===== src/rtl/spi_cmd_pkg.sv =====
// Shared constants and types for the MCU SPI command responder.
package spi_cmd_pkg;

  localparam int unsigned ADDR_W     = 17;
  localparam int unsigned DATA_W     = 8;
  localparam int unsigned BIT_CNT_W  = 3;
  localparam int unsigned BYTE_CNT_W = 2;

  localparam int unsigned CMD_RW_BIT  = 7;
  localparam int unsigned CMD_A16_BIT = 0;

  localparam logic [BYTE_CNT_W-1:0] BYTE_CMD     = 2'd0;
  localparam logic [BYTE_CNT_W-1:0] BYTE_ADDR_HI = 2'd1;
  localparam logic [BYTE_CNT_W-1:0] BYTE_ADDR_LO = 2'd2;
  localparam logic [BYTE_CNT_W-1:0] BYTE_WDATA   = 2'd3;

  typedef enum logic [1:0] {
    IDLE  = 2'd0,
    SHIFT = 2'd1,
    REQ   = 2'd2
  } state_t;

  typedef struct packed {
    logic              rw_n;
    logic [ADDR_W-1:0] addr;
    logic [DATA_W-1:0] data;
  } bus_cmd_t;

endpackage


===== src/rtl/sync2.sv =====
// Two-flop synchronizer with a configurable reset value.
module sync2 #(
  parameter logic RST_VAL = 1'b0
) (
  input  logic clk,
  input  logic rst_n,
  input  logic d,
  output logic q
);

  logic meta;

  always_ff @(posedge clk or negedge rst_n) begin
    if (!rst_n) begin
      meta <= RST_VAL;
      q    <= RST_VAL;
    end else begin
      meta <= d;
      q    <= meta;
    end
  end

endmodule


===== src/rtl/spi_cmd_target.sv =====
// SPI mode-0 responder: deserializes MCU command frames into one bus
// transaction each and returns read data during byte0 of the next frame.
module spi_cmd_target
  import spi_cmd_pkg::*;
(
  input  logic              clk16_i,
  input  logic              reset_ni,
  input  logic              spi_sck_i,
  input  logic              spi_cs_ni,
  input  logic              spi_sdi_i,
  output logic              spi_sdo_o,
  output logic              spi_sdo_oe,
  output logic              spi_ready_no,
  output logic              bus_req_o,
  input  logic              bus_ack_i,
  output logic              bus_rw_no,
  output logic [ADDR_W-1:0] bus_addr_o,
  output logic [DATA_W-1:0] bus_data_o,
  input  logic [DATA_W-1:0] bus_data_i
);

  logic sck_s, cs_s, sdi_s;
  logic sck_d, cs_d;

  sync2 #(.RST_VAL(1'b1)) u_sync_sck (.clk(clk16_i), .rst_n(reset_ni), .d(spi_sck_i), .q(sck_s));
  sync2 #(.RST_VAL(1'b1)) u_sync_cs  (.clk(clk16_i), .rst_n(reset_ni), .d(spi_cs_ni), .q(cs_s));
  sync2 #(.RST_VAL(1'b0)) u_sync_sdi (.clk(clk16_i), .rst_n(reset_ni), .d(spi_sdi_i), .q(sdi_s));

  state_t                state, state_nxt;
  logic [BIT_CNT_W-1:0]  bit_cnt;
  logic [BYTE_CNT_W-1:0] byte_cnt;
  logic [DATA_W-2:0]     rx_sr;
  logic [DATA_W-1:0]     tx_sr;
  logic                  cmd_rw_q;
  logic                  cmd_a16_q;
  logic [DATA_W-1:0]     addr_hi_q;
  logic [DATA_W-1:0]     addr_lo_q;
  logic [DATA_W-1:0]     rd_data;
  bus_cmd_t              bus_q;

  logic                  sck_rise_c;
  logic                  cs_fall_c;
  logic [DATA_W-1:0]     rx_byte_c;
  logic                  byte_done_c;
  logic                  frame_done_c;

  assign sck_rise_c   = sck_s & ~sck_d;
  assign cs_fall_c    = cs_d & ~cs_s;
  assign rx_byte_c    = {rx_sr, sdi_s};
  assign byte_done_c  = (state == SHIFT) && sck_rise_c && (bit_cnt == BIT_CNT_W'(7));
  assign frame_done_c = byte_done_c &&
                        ((byte_cnt == BYTE_WDATA) || ((byte_cnt == BYTE_ADDR_LO) && cmd_rw_q));

  assign spi_sdo_o  = tx_sr[DATA_W-1];
  assign spi_sdo_oe = ~spi_cs_ni;
  assign bus_rw_no  = bus_q.rw_n;
  assign bus_addr_o = bus_q.addr;
  assign bus_data_o = bus_q.data;

  // Next-state logic; a CS fall seen outside IDLE is dropped, not queued.
  always_comb begin
    state_nxt = state;
    unique case (state)
      IDLE:    if (cs_fall_c) state_nxt = SHIFT;
      SHIFT: begin
        if (frame_done_c)  state_nxt = REQ;
        else if (cs_s)     state_nxt = IDLE;
      end
      REQ:     if (bus_ack_i) state_nxt = IDLE;
      default: state_nxt = IDLE;
    endcase
  end

  always_ff @(posedge clk16_i or negedge reset_ni) begin
    if (!reset_ni) begin
      state        <= IDLE;
      sck_d        <= 1'b1;
      cs_d         <= 1'b1;
      bit_cnt      <= '0;
      byte_cnt     <= '0;
      rx_sr        <= '0;
      tx_sr        <= '0;
      cmd_rw_q     <= 1'b0;
      cmd_a16_q    <= 1'b0;
      addr_hi_q    <= '0;
      addr_lo_q    <= '0;
      rd_data      <= '0;
      bus_q        <= '{rw_n: 1'b1, addr: '0, data: '0};
      bus_req_o    <= 1'b0;
      spi_ready_no <= 1'b0;
    end else begin
      sck_d        <= sck_s;
      cs_d         <= cs_s;
      state        <= state_nxt;
      spi_ready_no <= (state_nxt != IDLE) || !cs_s;

      unique case (state)
        IDLE: begin
          // Keep read data staged so bit7 is on the pin as soon as CS falls.
          tx_sr    <= rd_data;
          bit_cnt  <= '0;
          byte_cnt <= '0;
        end
        SHIFT: begin
          if (sck_rise_c) begin
            rx_sr   <= rx_byte_c[DATA_W-2:0];
            tx_sr   <= {tx_sr[DATA_W-2:0], 1'b0};
            bit_cnt <= bit_cnt + BIT_CNT_W'(1);
            if (bit_cnt == BIT_CNT_W'(7)) begin
              byte_cnt <= byte_cnt + BYTE_CNT_W'(1);
              if (byte_cnt == BYTE_CMD) begin
                cmd_rw_q  <= rx_byte_c[CMD_RW_BIT];
                cmd_a16_q <= rx_byte_c[CMD_A16_BIT];
              end
              if (byte_cnt == BYTE_ADDR_HI) addr_hi_q <= rx_byte_c;
              if (byte_cnt == BYTE_ADDR_LO) addr_lo_q <= rx_byte_c;
            end
          end
          if (frame_done_c) begin
            bus_req_o    <= 1'b1;
            bus_q.rw_n   <= cmd_rw_q;
            bus_q.addr   <= {cmd_a16_q, addr_hi_q,
                             (byte_cnt == BYTE_ADDR_LO) ? rx_byte_c : addr_lo_q};
            bus_q.data   <= (byte_cnt == BYTE_WDATA) ? rx_byte_c : DATA_W'(0);
          end
        end
        REQ: begin
          if (bus_ack_i) begin
            bus_req_o <= 1'b0;
            if (bus_q.rw_n) rd_data <= bus_data_i;
          end
        end
        default: ;
      endcase
    end
  end

endmodule


===== config.mk =====
export PLATFORM = sky130hd
export DESIGN_NAME = spi_cmd_target
export DESIGN_NICKNAME = d
export VERILOG_FILES = /design/src/rtl/spi_cmd_pkg.sv /design/src/rtl/sync2.sv /design/src/rtl/spi_cmd_target.sv
export SDC_FILE = /design/constraint.sdc
export NUM_CORES = 1
export LEC_CHECK = 0
export BUFFER_PORTS_ARGS = -buffer_cell sky130_fd_sc_hd__buf_2
export CAP_MARGIN = 15
export CORE_AREA = 2 2 81 83
export DETAILED_ROUTE_END_ITERATION = 7
export DIE_AREA = 0 0 83 85
export HOLD_SLACK_MARGIN = 0.08
export PLACE_DENSITY = 0.77
export SETUP_SLACK_MARGIN = 0.15
export SLEW_MARGIN = 5
export SYNTH_ARGS = -nofsm -noshare
export SYNTH_HDL_FRONTEND = slang
export SYNTH_SLANG_ARGS = --single-unit

===== constraint.sdc =====
create_clock -name clk16_i -period 2.4 [get_ports clk16_i]
set_input_delay 0.48 -clock clk16_i [delete_from_list [all_inputs] [get_ports clk16_i]]
set_output_delay 0.48 -clock clk16_i [all_outputs]
set_load 0.1 [all_outputs]

==> key figures <==
Clock network
  • Number of instances resized during post-cts repair: 0
  • TritonCTS clock tree: yes
  • Deepest clock path buffer count: 2
  • Hold buffers post-CTS: 0
  • CTS H-tree depth: 3
  • Clk Tree Root Cell: clkbuf_8
  • Buffers inserted by post-CTS timing repair: 0
  • CTS Sinks: 84
  • Clock buffers created by TritonCTS: 9
  • Latest clock arrival within the worst-skew pair: 0.35 ns
  • Clock transition time at the flip-flop clock pins of the worst setup and hold paths: 0.09 ns

Yosys
  • Mean area per synthesized cell: 15.5 µm²
  • Count of unique library cells instantiated by Yosys: 30
  • Number of nets in the synthesized netlist: 239
  • Number of synthesized register bits: 84
  • Ys Warns: 0
  • Share of synthesized area occupied by flip-flops and latches: 0.620
  • Number of instances in the synthesized netlist: 219
  • Cell area after synthesis: 3400 µm²

Detailed routing
  • First-iteration detailed-routing DRC count: 148
  • DRT Wirelength: 5.66 mm
  • Per-cell routed wire length: 16.2 µm
  • First-pass detailed-route iteration total: 3
  • Residual antenna-violating net count after detailed routing: 0
  • Via count: 1881
  • Count of unresolved DRC violations after routing: 0
  • Via-per-instance ratio: 5.37

Timing
  • Final critical-path setup slack: 0.545 ns
  • Number of max-slew violations in the final report: 0
  • Minimum clock period: 1.86 ns
  • Fraction of the cycle the final worst path needs: 0.773
  • Max-slew headroom: 0.586
  • Final setup TNS: 0 ns
  • Final setup violation count: 0
  • Setup repair after global routing missed its margin: no
  • Endpoints failing hold: 0
  • Setup Skew: 0.0130 ns
  • Worst slew pin tran: 0.620 ns
  • Final hold slack: 0.122 ns
  • Highest attainable clock frequency: 539 MHz

Place
  • Number of buffers inserted by port buffering: 43
  • Placed instance area: 3700 µm²
  • Half-perimeter wire length after detailed placement: 3.84 mm
  • Setup WS pre-CTS: 0.572 ns
  • Weighted congestion reported at the end of routability-driven placement: 0.724
  • Cell count after placement: 334

Job
  • Max_cap viols: 0

Power
  • Sequential cell fraction of total power: 0.554
  • Clock share of power: 0.393
  • Pwr/cell area: 720 nW/µm²
  • Int Pwr: 2.16 mW
  • Overall power: 2.83 mW
  • Net switching share of the total power: 0.235
  • Lkg Pwr: 2.10 nW
  • Combinational cell fraction of total power: 0.053
  • Maximum vdd drop: 0.494 mV
  • Switching Power: 0.666 mW

GRT
  • Wire length of the first global-routing pass: 9.65 mm
  • Gr ovfl total: 0
  • Maximum number of pins on one net before global-route repair: 45
  • Tot GR Track Use: 0.175
  • Number of global-route vias before repair: 1951
  • Initial antenna violation count: 0

Final layout
  • Area taken by flip-flops and latches: 2110 µm²
  • Layout Utilization: 0.633
  • Filler cell count: 473
  • Layout overhead on the synthesized area: 15.5%
  • Final cell count without fillers: 350
  • Final net count: 288
  • Fraction of final layout cells sized beyond drive strength 1: 0.520
  • Area taken by multi-input logic gates: 1200 µm²
  • Total inserted antenna cells: 0
  • Post-layout instance area: 3930 µm²
  • Leading cell types in the layout, fill and taps excluded: dfrtp_1 (77), mux2_2 (68), buf_2 (42), a22o_1 (11), clkbuf_8 (10)
  • Most common cell after layout, fill and taps aside: dfrtp_1

Worst hold path
  • Type of the worst min-delay path: primary input to async pin

Worst setup path
  • Critical path startpoint category: flop
  • WS Path Type: flop to flop
  • Largest driver fanout on the critical path: 10
  • Signal arrival time at the worst endpoint: 2.09 ns
  • Crit path required time: 2.63 ns
  • Setup crit end kind: flop

Die
  • Die Footprint: 7060 µm²
  • Initial standard-cell utilization of the core: 0.548
  • Overall die width: 83 µm
  • Number of top-level design ports: 44
  • Site row count: 29
  • CORE AREA: 6200 µm²
  • Die H: 85 µm

Run status
  • Status: completed
==> logic make-up after synthesis <==
logic type	Yosys count	share of synthesized area
mux	75	0.248
fa+ha+maj	6	0.0221
compound gates	19	0.0449
buf+inv	15	0.0272
simple gates	20	0.0375
flops	84	0.620
==> power by group through the flow <==
stage,logic (mW),registers [mW],clock network (mW)
final,0.151,1.57,1.11
after global routing,0.170,1.58,1.20
after CTS,0.156,1.57,1.13
after detailed placement,0.154,1.59,0
after global placement,0.147,1.59,0
after floorplan,0.0838,1.57,0
==> flip-flops by register name, summed over array words and instances (netlist names) <==
| name | flops |
|---|---|
| cmd_a16_q | 1 |
| byte_cnt | 2 |
| cmd_rw_q | 1 |
| sck_d | 1 |
| bus_req_o | 1 |
| cs_d | 1 |
| u_sync_sdi.meta | 1 |
| bit_cnt | 3 |
| addr_lo_q | 8 |
| bus_rw_no | 1 |
| rx_sr | 7 |
| u_sync_sck.meta | 1 |
| addr_hi_q | 8 |
| u_sync_cs.q | 1 |
| u_sync_cs.meta | 1 |
| u_sync_sdi.q | 1 |
| spi_ready_no | 1 |
| bus_data_o | 8 |
| u_sync_sck.q | 1 |
| tx_sr | 8 |
| state | 2 |
| rd_data | 8 |
| bus_addr_o | 17 |
==> per-layer routing <==
metal	vias to the layer above	share of wire	track usage	wire length, µm
li1	879	-	-	-
met2	26	0.48	0.260	2730
met4	0	0.015	0.0894	84
met5	-	0	0	0
met3	6	0.023	0.0360	132
met1	970	0.48	0.248	2720
==> synth_stat cells (all sizes together) <==
| master | count | share of area |
|---|---|---|
| o21ai | 1 | 0.0015 |
| a2111oi | 1 | 0.0026 |
| nor2b | 2 | 0.0037 |
| dfstp | 7 | 0.054 |
| mux2 | 74 | 0.24 |
| mux2i | 1 | 0.0029 |
| buf | 10 | 0.022 |
| nand2 | 2 | 0.0022 |
| nor2 | 4 | 0.0044 |
| or3 | 1 | 0.0018 |
| inv | 5 | 0.0055 |
| a22o | 11 | 0.028 |
| and4bb | 1 | 0.0037 |
| ha | 6 | 0.022 |
| a32o | 1 | 0.0029 |
| nand4 | 1 | 0.0018 |
| dfrtp | 77 | 0.57 |
| a21oi | 3 | 0.0055 |
| and3 | 1 | 0.0018 |
| a21o | 1 | 0.0022 |
| nand2b | 2 | 0.0037 |
| nand3b | 2 | 0.0055 |
| o22ai | 1 | 0.0018 |
| nand3 | 4 | 0.0088 |
==> cell type report <==
type / instances / share of cell area
Clock buffer: 11 / 0.0360
Clock inverter: 5 / 0.0213
Multi-Input combinational cell: 120 / 0.305
Tap cell: 77 / 0.0245
Inverter: 5 / 0.00478
Timing Repair Buffer: 48 / 0.0713
Sequential cell: 84 / 0.537
==> critical path, stage by stage (launching register included) <==
cell     delay [ns]
dfrtp_1        0.52
nor2b_1        0.57
mux2_2         0.40
mux2_2         0.26
==> worst paths after layout <==
check | from | endpoint | slack, ns | cells after the start
max reg2reg | state[0] | tx_sr[4] | 0.54 | 3
max in group asynchronous | reset_ni | bus_rw_no | 1.60 | 2
max | state[0] | tx_sr[4] | 0.54 | 3
min reg2reg | u_sync_sdi.meta | u_sync_sdi.q | 0.35 | 0
min | reset_ni | bus_addr_o[10] | 0.12 | 1
min in group clk16_i | spi_sck_i | u_sync_sck.meta | 0.24 | 1
Power figures use the tool's default switching activity.
